### src/rtl/mrd_bfp_stage_tracker.sv
// Block-floating-point headroom tracker behind the radix-5 butterfly: forwards vectors
// and reports the stage's minimum margin and exponent. Optional MRD_BFP_EXP_CHECK_EN adds exp_err.
module mrd_bfp_stage_tracker #(
    parameter int DW         = 18,
    parameter int CNT_W      = 12,
    parameter int MARGIN_MAX = 3
) (
    input  logic                 clk,
    input  logic                 rst,
    input  logic                 start,
    input  logic [CNT_W-1:0]     num_bfly,
    input  logic                 in_val,
    input  logic signed [DW-1:0] din_real [0:4],
    input  logic signed [DW-1:0] din_imag [0:4],
    input  logic [3:0]           exp_in,
    output logic                 out_val,
    output logic signed [DW-1:0] dout_real [0:4],
    output logic signed [DW-1:0] dout_imag [0:4],
    output logic                 busy,
    output logic                 stage_done,
    output logic [1:0]           margin_out,
    output logic [3:0]           exp_stage,
    output logic                 seq_err
`ifdef MRD_BFP_EXP_CHECK_EN
    ,
    output logic                 exp_err
`endif
);

    typedef enum logic [1:0] {IDLE, RUN, FLUSH, DONE} state_t;

    localparam logic [1:0]       M_MAX = 2'(MARGIN_MAX);
    localparam logic [CNT_W-1:0] ONE   = CNT_W'(1);
    localparam logic [CNT_W-1:0] ZERO  = CNT_W'(0);

    state_t           state;
    logic [CNT_W-1:0] cnt;
    logic [CNT_W-1:0] num_lat;
    logic [3:0]       exp_acc;
    logic [1:0]       running_min;
    logic [1:0]       vec_margin;
    logic             counted;

    logic [1:0]       vec_margin_c;
    logic             start_ok;
    logic             count_c;
    logic             first_c;
    logic             last_c;

    // Length of the run of bits below the sign that repeat it, saturated at MARGIN_MAX.
    function automatic logic [1:0] sample_margin(input logic [DW-1:0] x);
        logic [1:0] m;
        logic       run;
        m   = 2'd0;
        run = 1'b1;
        for (int k = 1; k <= MARGIN_MAX; k++) begin
            if (run && (x[DW-1-k] == x[DW-1])) begin
                m = m + 2'd1;
            end else begin
                run = 1'b0;
            end
        end
        return m;
    endfunction

    function automatic logic [1:0] min2(input logic [1:0] a, input logic [1:0] b);
        return (a < b) ? a : b;
    endfunction

    assign busy = (state == RUN) || (state == FLUSH);

    // Worst-case margin over the ten incoming samples.
    always_comb begin
        vec_margin_c = M_MAX;
        for (int i = 0; i < 5; i++) begin
            vec_margin_c = min2(vec_margin_c, sample_margin(din_real[i]));
            vec_margin_c = min2(vec_margin_c, sample_margin(din_imag[i]));
        end
    end

    // Decide whether the current vector belongs to a stage, and its position in it.
    always_comb begin
        start_ok = start && (num_bfly != ZERO);
        if (start_ok) begin
            count_c = in_val;
            first_c = 1'b1;
            last_c  = (num_bfly == ONE);
        end else if (state == RUN) begin
            count_c = in_val;
            first_c = (cnt == ZERO);
            last_c  = (cnt == (num_lat - ONE));
        end else begin
            count_c = 1'b0;
            first_c = 1'b0;
            last_c  = 1'b0;
        end
    end

    // Stage-control FSM with its registered result outputs.
    always_ff @(posedge clk or posedge rst) begin
        if (rst) begin
            state      <= IDLE;
            cnt        <= ZERO;
            num_lat    <= ZERO;
            exp_acc    <= 4'd0;
            stage_done <= 1'b0;
            margin_out <= 2'd0;
            exp_stage  <= 4'd0;
            seq_err    <= 1'b0;
`ifdef MRD_BFP_EXP_CHECK_EN
            exp_err    <= 1'b0;
`endif
        end else begin
            stage_done <= (state == DONE);
            if (state == DONE) begin
                margin_out <= running_min;
                exp_stage  <= exp_acc;
            end
            if (in_val && (state == IDLE) && !start_ok) begin
                seq_err <= 1'b1;
            end
            if (count_c) begin
`ifdef MRD_BFP_EXP_CHECK_EN
                if (first_c) begin
                    exp_acc <= exp_in;
                end else if (exp_in != exp_acc) begin
                    exp_err <= 1'b1;
                end
`else
                exp_acc <= exp_in;
`endif
            end
            // A valid start restarts from any state; a stage in progress is dropped.
            if (start_ok) begin
                num_lat <= num_bfly;
                cnt     <= count_c ? ONE : ZERO;
                state   <= (count_c && last_c) ? FLUSH : RUN;
            end else begin
                case (state)
                    IDLE: state <= IDLE;
                    RUN: begin
                        if (count_c) begin
                            cnt <= cnt + ONE;
                            if (last_c) begin
                                state <= FLUSH;
                            end
                        end
                    end
                    FLUSH:   state <= DONE;
                    DONE:    state <= IDLE;
                    default: state <= IDLE;
                endcase
            end
        end
    end

    // Pipe stage 1: unmodified pass-through plus the vector margin and its count tag.
    always_ff @(posedge clk or posedge rst) begin
        if (rst) begin
            out_val    <= 1'b0;
            vec_margin <= 2'd0;
            counted    <= 1'b0;
            for (int i = 0; i < 5; i++) begin
                dout_real[i] <= '0;
                dout_imag[i] <= '0;
            end
        end else begin
            out_val    <= in_val;
            vec_margin <= vec_margin_c;
            counted    <= count_c;
            dout_real  <= din_real;
            dout_imag  <= din_imag;
        end
    end

    // Pipe stage 2: fold counted vectors into the stage minimum; a restart discards in-flight folds.
    always_ff @(posedge clk or posedge rst) begin
        if (rst) begin
            running_min <= M_MAX;
        end else if (start_ok) begin
            running_min <= M_MAX;
        end else if (counted) begin
            running_min <= min2(running_min, vec_margin);
        end
    end

endmodule

### config.mk
export PLATFORM = sky130hd
export DESIGN_NAME = mrd_bfp_stage_tracker
export DESIGN_NICKNAME = d
export VERILOG_FILES = /design/src/rtl/mrd_bfp_stage_tracker.sv
export SDC_FILE = /design/constraint.sdc
export NUM_CORES = 1
export LEC_CHECK = 0
export ABC_AREA = 1
export ABC_CLOCK_PERIOD_IN_PS = 21100
export CORE_AREA = 8 8 147 149
export CTS_CLUSTER_DIAMETER = 120
export DETAILED_ROUTE_END_ITERATION = 8
export DIE_AREA = 0 0 155 157
export PLACE_DENSITY_LB_ADDON = 0.3
export SLEW_MARGIN = 20
export SYNTH_ARGS = -nofsm -noshare
export SYNTH_HDL_FRONTEND = slang
export SYNTH_SLANG_ARGS = --single-unit
### constraint.sdc
create_clock -name clk -period 21.1 [get_ports clk]
set_clock_uncertainty 0.05 [all_clocks]
set_input_delay 2.11 -clock clk [delete_from_list [all_inputs] [get_ports clk]]
set_output_delay 2.11 -clock clk [all_outputs]
set_load 0.05 [all_outputs]
# ---- Yosys cells after proc, flatten, opt, wreduce, memory -nomap -nowiden
# Cells that the tools add are included.
dict set report word_totals {
  register_bits 224
  in_bits 200
  output_inout_bits 190
}
dict set report op_classes {
  n_addsub 22
  order_cmp 11
  eq_ne 38
  muxes 76
  n_reduce_logical 35
}
# op count
set ops {}
lappend ops {{2-to-1 mux 2 bit} 37}
lappend ops {{adder 2 x 1 -> 2 bit, second input constant} 19}
lappend ops {{2-to-1 mux 12 bit} 3}
lappend ops {{2-to-1 mux 1 bit} 35}
lappend ops {{equality test 1 bit} 30}
lappend ops {{logical AND 1 bit} 24}
lappend ops {{less-than comparator 2 bit} 10}
lappend ops {{adder 12 x 1 -> 12 bit, second input constant} 1}
lappend ops {{equality test 12 x 1 -> 1 bit, second input constant} 1}
lappend ops {{equality test 12 bit} 1}
lappend ops {{nonzero test 12 bit} 1}
lappend ops {{subtractor 12 x 1 -> 12 bit, second input constant} 1}
lappend ops {{!= test 3 bit, second input constant} 2}
lappend ops {{one-hot mux 2 bit (3 select lines)} 1}
lappend ops {{AND reduction 2 bit} 3}
lappend ops {{nonzero test 2 bit} 3}
lappend ops {{equality test 2 bit, second input constant} 2}
lappend ops {{adder 1 x 1 -> 2 bit, second input constant} 1}
lappend ops {{equality test 2 x 1 -> 1 bit, second input constant} 1}
lappend ops {{logical NOT 2 bit} 1}
lappend ops {{less-than comparator 2 bit, first input constant} 1}
lappend ops {{!= test 2 bit, second input constant} 1}
lappend ops {{OR reduction 2 bit} 1}
lappend ops {{logical NOT 1 bit} 1}
lappend ops {{logical OR 1 bit} 1}

# ---- Longest topological paths before layout
# Gate-level depths: netlist (run 1).
dict set report logic_depth {
  word_depth 26
  depth_mapped 25
  depth_no_buf 25
}

# ---- Worst setup path before layout (run 1)
# No wires, ideal clock.
dict set report synth_path {
  path_type {in2reg}
  from {in din_imag[88] in the netlist's numbering}
  to {reg vec_margin[0]}
  setup_time_ns 0.120
  t_arrival_ns 4.457
  path_slack_ns 16.473
  path_stages 15
  n_path_buf 0
  cell_sequence {xor2_1 nor2_1 ha_1 ha_1 ha_1 ha_1 ha_1 ha_1 ha_1 ha_1 ha_1 nand2_1 nand2_1 inv_1 a21oi_1}
}
dict set report synth_between {
  elab_chain_cells 24
  word_cells_on_any_way 28
  classes_between {add/sub: 2; order compare: 9; eq/ne: 1; mux: 14; reduce/logical: 2}
}
# item line_no
set synth_rtl {}
lappend synth_rtl {{from (decl)} 14} ;# input logic signed [DW-1:0] din_imag [0:4],
lappend synth_rtl {{equality test 1 bit *} 57} ;# if (run && (x[DW-1-k] == x[DW-1])) begin
lappend synth_rtl {{2-to-1 mux 1 bit} 57}
lappend synth_rtl {{adder 2 x 1 -> 2 bit / logical AND 1 bit (equally long branches)} {58, 57}}
lappend synth_rtl {{2-to-1 mux 2 bit / 2-to-1 mux 1 bit (equally long branches)} 57}
lappend synth_rtl {{adder 2 x 1 -> 2 bit / logical AND 1 bit (equally long branches)} {58, 57}}
lappend synth_rtl {{2-to-1 mux 2 bit *} 57}
lappend synth_rtl {{less-than comparator 2 bit} 67} ;# return (a < b) ? a : b;
lappend synth_rtl {{2-to-1 mux 2 bit *} 67}
lappend synth_rtl {{[... 9 more ...]} --}
lappend synth_rtl {{2-to-1 mux 2 bit *} 67}
lappend synth_rtl {{less-than comparator 2 bit} 67}
lappend synth_rtl {{2-to-1 mux 2 bit *} 67}
lappend synth_rtl {{less-than comparator 2 bit} 67}
lappend synth_rtl {{2-to-1 mux 2 bit *} 67}
lappend synth_rtl {{less-than comparator 2 bit} 67}
lappend synth_rtl {{2-to-1 mux 2 bit *} 67}
lappend synth_rtl {{named net vec_margin_c[0]} 44} ;# logic [1:0] vec_margin_c;
lappend synth_rtl {{to (signal assigned)} 169} ;# vec_margin <= vec_margin_c;
lappend synth_rtl {{to (decl)} 41} ;# logic [1:0] vec_margin;
# Mark *: on every way through the listed nets, which the timed path passes. The rest lies on a longest branch.
# A chain may end at the register's enable or synchronous reset.

# ---- Final worst setup path (run 1)
dict set report layout_path {
  from {in din_real[89] in the netlist's numbering}
  to {reg vec_margin[0]}
}
dict set report layout_between {
  elab_chain_cells 26
  word_cells_on_any_way 32
  classes_between {add/sub: 2; order compare: 10; eq/ne: 3; mux: 15; reduce/logical: 2}
}
# item line_no
set layout_rtl {}
lappend layout_rtl {{from (decl)} 13} ;# input logic signed [DW-1:0] din_real [0:4],
lappend layout_rtl {{equality test 1 bit} 57}
lappend layout_rtl {{2-to-1 mux 1 bit} 57}
lappend layout_rtl {{adder 1 x 1 -> 2 bit / logical AND 1 bit (equally long branches)} {58, 57}}
lappend layout_rtl {{2-to-1 mux 2 bit / 2-to-1 mux 1 bit (equally long branches)} 57}
lappend layout_rtl {{adder 2 x 1 -> 2 bit / logical AND 1 bit (equally long branches)} {58, 57}}
lappend layout_rtl {{2-to-1 mux 2 bit *} 57}
lappend layout_rtl {{less-than comparator 2 bit} 67}
lappend layout_rtl {{2-to-1 mux 2 bit *} 67}
lappend layout_rtl {{[... 11 more ...]} --}
lappend layout_rtl {{2-to-1 mux 2 bit *} 67}
lappend layout_rtl {{less-than comparator 2 bit} 67}
lappend layout_rtl {{2-to-1 mux 2 bit *} 67}
lappend layout_rtl {{less-than comparator 2 bit} 67}
lappend layout_rtl {{2-to-1 mux 2 bit *} 67}
lappend layout_rtl {{less-than comparator 2 bit} 67}
lappend layout_rtl {{2-to-1 mux 2 bit *} 67}
lappend layout_rtl {{named net vec_margin_c[0]} 44}
# Marks and branches as above.

==> results.sh, run 1 <==
export IMPL_yosysWarnings=0
export IMPL_grt_max_degree=110
export IMPL_worst_path_max_delay_cell="clkdlybuf4s50_1"
export IMPL_grt_pass1_wl_um=37000
export IMPL_fillers=1418
export IMPL_synth_edff_count=0
export IMPL_initial_core_util_pct=39.9
export IMPL_fin_crit_ns=4.87
export IMPL_antenna_found_initial=2
export IMPL_start_kind="input pin"
export IMPL_timing_final_max_slew_violations=0
export IMPL_cts_num_sinks=224
export IMPL_power_density_nw_per_um2=93.2
export IMPL_post_dp_hpwl_um=20200
export IMPL_hold_violations=0
export IMPL_crit_chain="clkdlybuf4s50_1 > xor2_1 > a21oi_1 > ha_1 > ha_1 > ha_1 > ha_1 > ha_1 > ha_1 > ha_1 > ha_1 > ha_1 > nand2_1 > nand2_1 > inv_1 > a21oi_1"
export IMPL_dr_wl_met3_um=2820
export IMPL_drc=0
export IMPL_multiInputGateArea_um2=1730
export IMPL_syn_area_um2=7660
export IMPL_swShare_pct=28.7
export IMPL_postCtsHoldBufs=0
export IMPL_wl_met2_um=12600
export IMPL_internal_power_w=0.000849
export IMPL_dpl_cell_count=1256
export IMPL_tightest_slew_ns=0.750
export IMPL_grt_overflow_total=0
export IMPL_drive_gt1_share_pct=7.05
export IMPL_grt_setup_unrepaired="false"
export IMPL_cp_required_ns=21.44
export IMPL_clock_path_buffers=3
export IMPL_grt_usage_pct=20.4
export IMPL_synth_nets=830
export IMPL_nNetsFinal=1242
export IMPL_finalSetupViolCount=0
export IMPL_core_um2=19200
export IMPL_cpPeakStageDelay_ns=0.58
export IMPL_place_ws_ns=15.70
export IMPL_synth_ff_type="dfrtp_1"
export IMPL_timing_final_ws_setup_ns=16.23
export IMPL_crit_fanout=6
export IMPL_p_comb_share_pct=21.6
export IMPL_synthTopCellsByArea="dfrtp_1 (72%), nand2_1 (5.1%), ha_1 (4.1%), inv_1 (3.8%), o21ai_0 (2.2%)"
export IMPL_drt_met1_wl_um=8710
export IMPL_p_clk_share_pct=38.3
export IMPL_finalCritPeriodShare_pct=23.1
export IMPL_clockRootBuffer="clkbuf_16"
export IMPL_highest_layer="met5"
export IMPL_synth_seq_cells=224
export IMPL_cts_buffers=24
export IMPL_syn_inst=605
export IMPL_leakage_nw=5.74
export IMPL_post_drt_wl_per_cell_um=19.2
export IMPL_drt_pass1_iterations=4
export IMPL_r2r_slack_ns=18.99
export IMPL_peakVddDrop_mv=0.0651
export IMPL_die_area_um2=24300
export IMPL_timing_hold_ws_ns=0.435
export IMPL_htreeDepth=1
export IMPL_cp_common_cell="ha_1"
export IMPL_cts_clk_slew_worst_paths_ns=0.06
export IMPL_hp_class="reg -> reg"
export IMPL_layoutNonFillerInstCount=1301
export IMPL_path_buf_inv=2
export IMPL_async_flop_share_pct=100
export IMPL_status="complete, no violations"
export IMPL_row_count=51
export IMPL_clk_latency_ns=0.50
export IMPL_routed_via_density=4.41
export IMPL_maxSlewHeadroom_pct=50.0
export IMPL_ant_nets=0
export IMPL_cts_tree="done"
export IMPL_die_h_um=157
export IMPL_wl_um=25000
export IMPL_synth_largest_area_cell="dfrtp_1"
export IMPL_p_sw_w=0.000342
export IMPL_p_seq_share_pct=40.2
export IMPL_via_count=5740
export IMPL_cap_violations=0
export IMPL_ys_types=34
export IMPL_die_w_um=155
export IMPL_synthToLayoutAreaGrowth_pct=66.6
export IMPL_post_cts_repair_setup_buffers=0
export IMPL_syn_avg_cell_area_um2=12.7
export IMPL_crit_path_end_kind="register"
export IMPL_grt_pass1_vias=6193
export IMPL_ctsResizeCount=0
export IMPL_yosysSeqAreaShare_pct=73.2
export IMPL_ios=390
export IMPL_routabilityCongestion=0.847
export IMPL_fmax_mhz=205
export IMPL_yosysTopAreaCellShare_pct=72.5
export IMPL_port_buffers=389
export IMPL_tns_ns=0
export IMPL_seqCellArea_um2=5610
export IMPL_crit_arrival_ns=5.21
export IMPL_critPathKind="in -> reg"
export IMPL_first_iter_violations=177
export IMPL_cp_top_family="adder cells"
## cells in the mapped netlist, types with 7 or more instances
library cell / count
o21ai_0: 33
nand2_1: 105
xnor2_1: 7
dfrtp_1: 222
xor2_1: 18
nor2_1: 30
a21oi_1: 18
nand4_1: 8
nand3_1: 10
ha_1: 25
inv_1: 77
## final timing paths
path                              start            end  cells past startpoint
setup / recovery           din_real[89]  vec_margin[0]                     16
hold / removal                  seq_err        seq_err                      1
setup reg to reg             num_lat[0]       state[1]                     11
hold reg to reg                 seq_err        seq_err                      1
max in group asynchronous           rst  dout_imag[31]                      3
min in group asynchronous           rst  dout_real[36]                      2
## registers in the layout (all words and copies together) (netlist names)
register and flops:
exp_stage 4, running_min 2, stage_done 1, exp_acc 4, dout_real 90, num_lat 12, dout_imag 90, out_val 1
margin_out 2, seq_err 1, cnt 12, counted 1, vec_margin 2, state 2
## cell type report
type                    instances  area share, %
well taps                     265           2.60
diodes                          1         0.0196
repair buffers                391           30.6
inverters                      81           2.44
flip-flops and latches        224           43.9
clock inverters                13           1.55
clock buffers                  31           5.31
multi-input cells             295           13.6
## cell usage in the layout, fill, tap and decap left out, types with 2 or more instances in the layout
cell type        instances
nand3_1                 10
o211ai_1                 4
nand4_1                  8
o21ai_1                  3
a21oi_1                 18
o21ai_0                 33
nand2_1                105
clkbuf_8                 3
nand3_2                  3
nor4_1                   2
clkinvlp_4               3
xnor2_1                  7
nand2_2                  4
nor3_1                   4
xor2_1                  18
clkbuf_1                 3
clkbuf_16               25
inv_2                    4
mux2_2                   4
bufinv_16                5
nor2_4                   3
inv_1                   76
clkinv_2                 5
dfrtp_1                222
clkdlybuf4s50_1        389
buf_4                    2
ha_1                    25
dfstp_2                  2
nor2_2                   2
or2_2                    3
nor2_1                  30
## power by group through the flow
stage	sequential [W]	clock [W]	combinational [W]
global route	0.000482	0.000484	0.000274
finish	0.000478	0.000456	0.000257
floorplan	0.000569	0	0.0000631
CTS	0.000478	0.000467	0.000260
global placement	0.000484	0	0.000256
detailed placement	0.000485	0	0.000259
## logic make-up after synthesis
kind of cell,Yosys count,synth area share [%]
fa+ha+maj,25,4.08
buf+inv,86,4.26
flops,224,73.2
xor+xnor,25,2.86
compound gates,64,4.62
simple gates,177,10.4
mux,4,0.588
## worst register-to-register path: stages, from the launching register on
cell      delay [ns]
dfrtp_1         0.40
inv_2           0.07
ha_1            0.30
xor2_1          0.14
o21ai_0         0.09
a21oi_1         0.12
o221ai_1        0.18
nor4_4          0.31
nand4_2         0.14
nand3_2         0.11
nand2_1         0.06
o21ai_1         0.08
## per-stage QoR
step | total power [W] | instance area, um^2 | utilization (%)
finish | 0.00119 | 12800 | 66.5
floorplan | 0.000632 | 7660 | -
global route | 0.00124 | 12800 | 66.5
detailed placement | 0.000745 | 11900 | 61.9
CTS | 0.00121 | 12800 | 66.5
global placement | 0.000741 | 11900 | 61.9
## layer usage
metal | GRT usage, % | vias to the layer above
li1 | - | 2725
met1 | 20.8 | 2704
met2 | 36.0 | 264
met3 | 9.40 | 45
met4 | 7.93 | 2
met5 | 0 | -
No activity file was read; power rests on OpenSTA's default activity.
==> run 2, diff against run 1 <==
Settings changed: ABC_CLOCK_PERIOD_IN_PS 21100 to 4980, CORE_AREA 8 8 147 149 to not set, CORE_MARGIN set to 8, CORE_UTILIZATION set to 40, DIE_AREA 0 0 155 157 to not set.
Clock period 21.1 ns to 4.98 ns, I/O delays scaled along.
==> run 2 against run 1 <==
Compared with the run above:
- routed wire length down 1.4%
- critical path depth unchanged
- core utilization up 0.58 points
- sequential power rose to 4.2 times the previous value
- die area shrank 2.0%
- combinational power rose to 4.2 times the previous value
- highest routed layer is now met4
==> results.sh, run 2 (synthesized netlist as in run 1, its figures left out) <==
export IMPL_status="complete, no violations"
export IMPL_clk_latency_ns=0.50
export IMPL_start_kind="input pin"
export IMPL_worstRegToRegCells=11
export IMPL_tightest_slew_ns=0.848
export IMPL_largestRegisters="dout_imag x90, dout_real x90"
export IMPL_cts_buffers=24
export IMPL_grt_max_degree=125
export IMPL_min_path_cells=1
export IMPL_grt_overflow_total=0
export IMPL_critPathKind="in -> reg"
export IMPL_via_count=5799
export IMPL_finalPower_w=0.00474
export IMPL_die_area_um2=23800
export IMPL_initial_core_util_pct=40.8
export IMPL_power_density_nw_per_um2=377
export IMPL_row_count=50
export IMPL_fmax_mhz=297
export IMPL_grt_pass1_vias=6168
export IMPL_finalCritPeriodShare_pct=67.6
export IMPL_maxSlewHeadroom_pct=43.3
export IMPL_n_antenna_cell=0
export IMPL_timing_final_max_slew_violations=0
export IMPL_drive_gt1_share_pct=6.20
export IMPL_routed_via_density=4.58
export IMPL_clock_path_buffers=3
export IMPL_final_cell_mix="clkdlybuf4s50_1 (389), dfrtp_1 (222), nand2_1 (105)"
export IMPL_synthToLayoutAreaGrowth_pct=64.2
export IMPL_hold_violations=0
export IMPL_crit_arrival_ns=3.70
export IMPL_peakVddDrop_mv=0.261
export IMPL_post_cts_repair_setup_buffers=0
export IMPL_die_h_um=154
export IMPL_clockRootBuffer="clkbuf_16"
export IMPL_ctsResizeCount=0
export IMPL_crit_path_end_kind="register"
export IMPL_cts_num_sinks=224
export IMPL_nNetsFinal=1242
export IMPL_drt_pass1_iterations=5
export IMPL_cts_clk_slew_worst_paths_ns=0.06
export IMPL_ios=390
export IMPL_layout_commonest_cell="clkdlybuf4s50_1"
export IMPL_cts_tree="done"
export IMPL_port_buffers=389
export IMPL_cap_violations=0
export IMPL_r2r_slack_ns=2.83
export IMPL_htreeDepth=1
export IMPL_dpl_cell_count=1225
export IMPL_layoutNonFillerInstCount=1267
export IMPL_cp_required_ns=5.32
export IMPL_fin_crit_ns=3.37
export IMPL_crit_fanout=6
export IMPL_postCtsHoldBufs=0
export IMPL_grt_setup_unrepaired="false"
export IMPL_first_iter_violations=141
export IMPL_core_um2=18800
export IMPL_tns_ns=0
export IMPL_ant_nets=0
export IMPL_hp_class="in -> reg"
export IMPL_finalSetupViolCount=0
export IMPL_reg2reg_from="num_lat[0]"
export IMPL_timing_hold_ws_ns=0.382
export IMPL_routabilityCongestion=0.841
export IMPL_wl_um=24600
export IMPL_drc=0
export IMPL_antenna_found_initial=0
export IMPL_grt_pass1_wl_um=36800
export IMPL_die_w_um=154
export IMPL_leakage_nw=5.67
export IMPL_post_dp_hpwl_um=19800
export IMPL_rr_endpoint="state[0]"
export IMPL_grt_usage_pct=20.4
export IMPL_hold_start="din_real[56]"
export IMPL_min_to="dout_real[56]"
export IMPL_post_drt_wl_per_cell_um=19.4
-- run 2: cell types whose count changed in the layout (fill, tap and decap cells not counted) --
cell        change
clkbuf_1        +7
diode_2         -1
inv_8           -1
clkinv_2        -1
buf_4           -1
bufinv_16       -5
buf_12          +1
clkinvlp_4      -2
-- run 2: layer usage --
layer	routed length, um	up-vias	GRT usage [%]	share of wire (%)
li1	-	2725	-	-
met1	8550	2748	20.8	35
met2	12200	268	35.3	49
met3	2850	58	9.64	12
met4	1050	0	8.87	4.3
met5	0	-	0	0
-- run 2: cell type report --
type	count	area, um^2
well taps	234	293
flip-flops and latches	224	5610
inverters	81	308
multi-input cells	295	1730
clock inverters	4	20.0
fillers	1405	6180
repair buffers	391	3920
clock buffers	38	704
-- run 2: critical path: stages --
cell	delay, ns
clkdlybuf4s50_1	0.58
xor2_1	0.21
nor2_1	0.08
ha_1	0.21
ha_1	0.23
ha_1	0.23
ha_1	0.23
ha_1	0.23
ha_1	0.23
ha_1	0.23
ha_1	0.23
ha_1	0.29
nand2_1	0.07
nand2_1	0.05
inv_1	0.06
a21oi_1	0.04
-- run 2: where the power goes --
part	internal (W)	switching, W	leakage (nW)	total, W
Combinational	0.000417	0.000678	2.67	0.00109
Sequential	0.00196	0.0000608	2.64	0.00202
Clock	0.000963	0.000666	0.357	0.00163
-- run 2: through the flow --
stage / util, % / area (um^2) / worst slack (ns)
2_1_floorplan: - / 7670 / 1.51
3_3_place_gp: 63.2 / 11900 / 1.20
3_5_place_dp: 63.2 / 11900 / 1.09
4_1_cts: 67.1 / 12600 / 1.63
6_report: 67.1 / 12600 / 1.61
5_1_grt: 67.1 / 12600 / 1.40
-- run 2: worst max-delay path by stage --
stage	slack [ns]	startpoint	endpoint
final	1.61	din_imag[89]	vec_margin[0]
after global routing	1.40	din_imag[89]	vec_margin[0]
after CTS	1.63	din_imag[89]	vec_margin[0]
after detailed placement	1.09	din_imag[89]	vec_margin[0]
after global placement	1.20	din_imag[89]	vec_margin[0]
after floorplan	1.51	rst	cnt[0]
==> run 3, diff against run 2 <==
Settings changed: ABC_CLOCK_PERIOD_IN_PS 4980 to 2800, CORE_UTILIZATION 40 to 36.
Clock period 4.98 ns to 2.8 ns, I/O delays scaled along.
==> run 3 against run 2 <==
Compared with the run above:
- routed wire length grew 1.2%
- worst setup slack got worse by 1.4 ns
- via count fell by 0.10%
- flip-flop and latch count is the same
- highest routed layer is now met5
==> results.sh, run 3 (synthesized netlist as in run 1, its figures left out) <==
export IMPL_grt_overflow_total=0
export IMPL_finalSetupViolCount=0
export IMPL_largestRegisters="dout_imag x90, dout_real x90"
export IMPL_drive_gt1_share_pct=9.11
export IMPL_via_count=5793
export IMPL_critPathKind="in -> reg"
export IMPL_crit_path_end_kind="register"
export IMPL_wl_um=24900
export IMPL_port_buffers=389
export IMPL_layout_commonest_cell="clkdlybuf4s50_1"
export IMPL_crit_arrival_ns=2.97
export IMPL_routed_via_density=4.35
export IMPL_drt_pass1_iterations=4
export IMPL_final_cell_mix="clkdlybuf4s50_1 (382), dfrtp_1 (222), nand2_1 (105)"
export IMPL_routabilityCongestion=0.842
export IMPL_cts_tree="done"
export IMPL_grt_usage_pct=18.7
export IMPL_clk_latency_ns=0.51
export IMPL_dpl_cell_count=1285
export IMPL_fmax_mhz=382
export IMPL_die_w_um=162
export IMPL_antenna_found_initial=3
export IMPL_wl_met2_um=12400
export IMPL_synthToLayoutAreaGrowth_pct=69.7
export IMPL_crit_fanout=3
export IMPL_crit_chain="clkdlybuf4s50_1 > or2_2 > nand2_1 > nand2_1 > inv_1 > ha_2 > ha_2 > ha_2 > ha_2 > ha_2 > ha_2 > ha_2 > ha_1 > nand2_1 > nand2_1 > inv_1 > a21oi_1"
export IMPL_finalPower_w=0.00882
export IMPL_post_dp_hpwl_um=20300
export IMPL_worst_path_max_delay_cell="clkdlybuf4s50_1"
export IMPL_cts_num_sinks=224
export IMPL_dr_wl_met3_um=2660
export IMPL_cpPeakStageDelay_ns=0.46
export IMPL_grt_pass1_wl_um=37200
export IMPL_core_um2=21000
export IMPL_clockRootBuffer="clkbuf_16"
export IMPL_maxSlewHeadroom_pct=54.0
export IMPL_timing_final_max_slew_violations=0
export IMPL_row_count=53
export IMPL_leakage_nw=5.85
export IMPL_finalCritPeriodShare_pct=93.5
export IMPL_htreeDepth=1
export IMPL_initial_core_util_pct=36.6
export IMPL_start_kind="input pin"
export IMPL_design_area_um2=13000
export IMPL_grt_max_degree=36
export IMPL_clock_path_buffers=3
export IMPL_die_h_um=162
export IMPL_cp_required_ns=3.15
export IMPL_cts_clk_slew_worst_paths_ns=0.06
export IMPL_drt_met1_wl_um=9030
export IMPL_first_iter_violations=194
export IMPL_highest_layer="met5"
export IMPL_peakVddDrop_mv=0.549
export IMPL_nNetsFinal=1263
export IMPL_grt_setup_unrepaired="false"
export IMPL_r2r_slack_ns=0.73
export IMPL_post_drt_wl_per_cell_um=18.7
export IMPL_hold_violations=0
export IMPL_tightest_slew_ns=0.688
export IMPL_cts_buffers=24
export IMPL_power_density_nw_per_um2=678
export IMPL_cp_common_cell="ha_2"
export IMPL_grt_pass1_vias=6268
export IMPL_layoutNonFillerInstCount=1331
export IMPL_hp_class="in -> reg"
export IMPL_post_cts_repair_setup_buffers=0
export IMPL_fin_crit_ns=2.62
export IMPL_placed_area_um2=12100
export IMPL_status="complete, no violations"
export IMPL_die_area_um2=26200
export IMPL_ant_nets=0
export IMPL_drc=0
export IMPL_cap_violations=0
export IMPL_tns_ns=0
export IMPL_ios=390
==> run 3: changes by cell type in the layout (fill, tap and decap cells not counted), sizes merged, moves of 2 or more <==
cell           delta
clkinv            -2
buf              +19
bufinv            +3
dlymetal6s2s      +3
clkdlybuf4s50     -7
clkbuf            -2
diode             +2
dlygate4sd3       +2
dlygate4sd2       +4
==> run 3: layout make-up <==
type / count / area [um^2]
inverter: 81 / 308
tap: 275 / 344
clock inverter: 6 / 108
fill: 1684 / 7950
timing repair buffer: 412 / 4160
clock buffer: 36 / 717
sequential: 224 / 5610
antenna: 2 / 5.00
multi-input combinational: 295 / 1750
==> run 3: through the flow <==
step | setup slack, ns | utilization, % | hold WS [ns]
after floorplan | -0.452 | - | 0.261
after global placement | -0.714 | 57.9 | 0.401
after detailed placement | -0.839 | 57.9 | 0.404
after CTS | 0.0153 | 61.9 | 0.108
after global routing | 0.00523 | 62.1 | 0.0115
final | 0.181 | 62.1 | 0.0141
==> run 3: repair_timing <==
| item | in CTS | in global routing |
|---|---|---|
| hold buffers | 0 | 2 |
| gates resized for setup | 10 | 6 |
| pin swaps | 1 | 0 |
| hold endpoints to repair | 0 | 2 |
| setup endpoints to repair | 2 | 1 |
==> run 3: where the power goes <==
| part | leakage [nW] | total [W] | internal, W | switching [W] |
|---|---|---|---|---|
| registers | 2.64 | 0.00360 | 0.00349 | 0.000111 |
| clock network | 0.401 | 0.00325 | 0.00203 | 0.00122 |
| logic | 2.81 | 0.00197 | 0.000768 | 0.00120 |
| total | 5.85 | 0.00882 | 0.00629 | 0.00253 |
==> run 3: layer usage <==
| layer | vias up | global-route usage, % |
|---|---|---|
| met3 | 40 | 8.20 |
| met5 | - | 0 |
| met2 | 253 | 32.1 |
| met4 | 2 | 7.49 |
| li1 | 2774 | - |
| met1 | 2724 | 19.7 |
==> run 3: worst max-delay path, delay by kind of cell <==
| family | cells | cell delay (ns) |
|---|---|---|
| compound gates | 1 | 0.04 |
| simple gates | 5 | 0.54 |
| buf+inv | 3 | 0.57 |
| fa+ha+maj | 8 | 1.53 |
==> run 3: path summary, 6_finish.rpt <==
path,endpoint,cells after the start,from
hold / removal,dout_real[87],2,din_real[87]
hold reg to reg,seq_err,1,seq_err
min in group asynchronous,dout_real[75],2,rst
max in group asynchronous,dout_real[3],3,rst
setup / recovery,vec_margin[0],17,din_real[69]
setup reg to reg,state[0],11,num_lat[0]
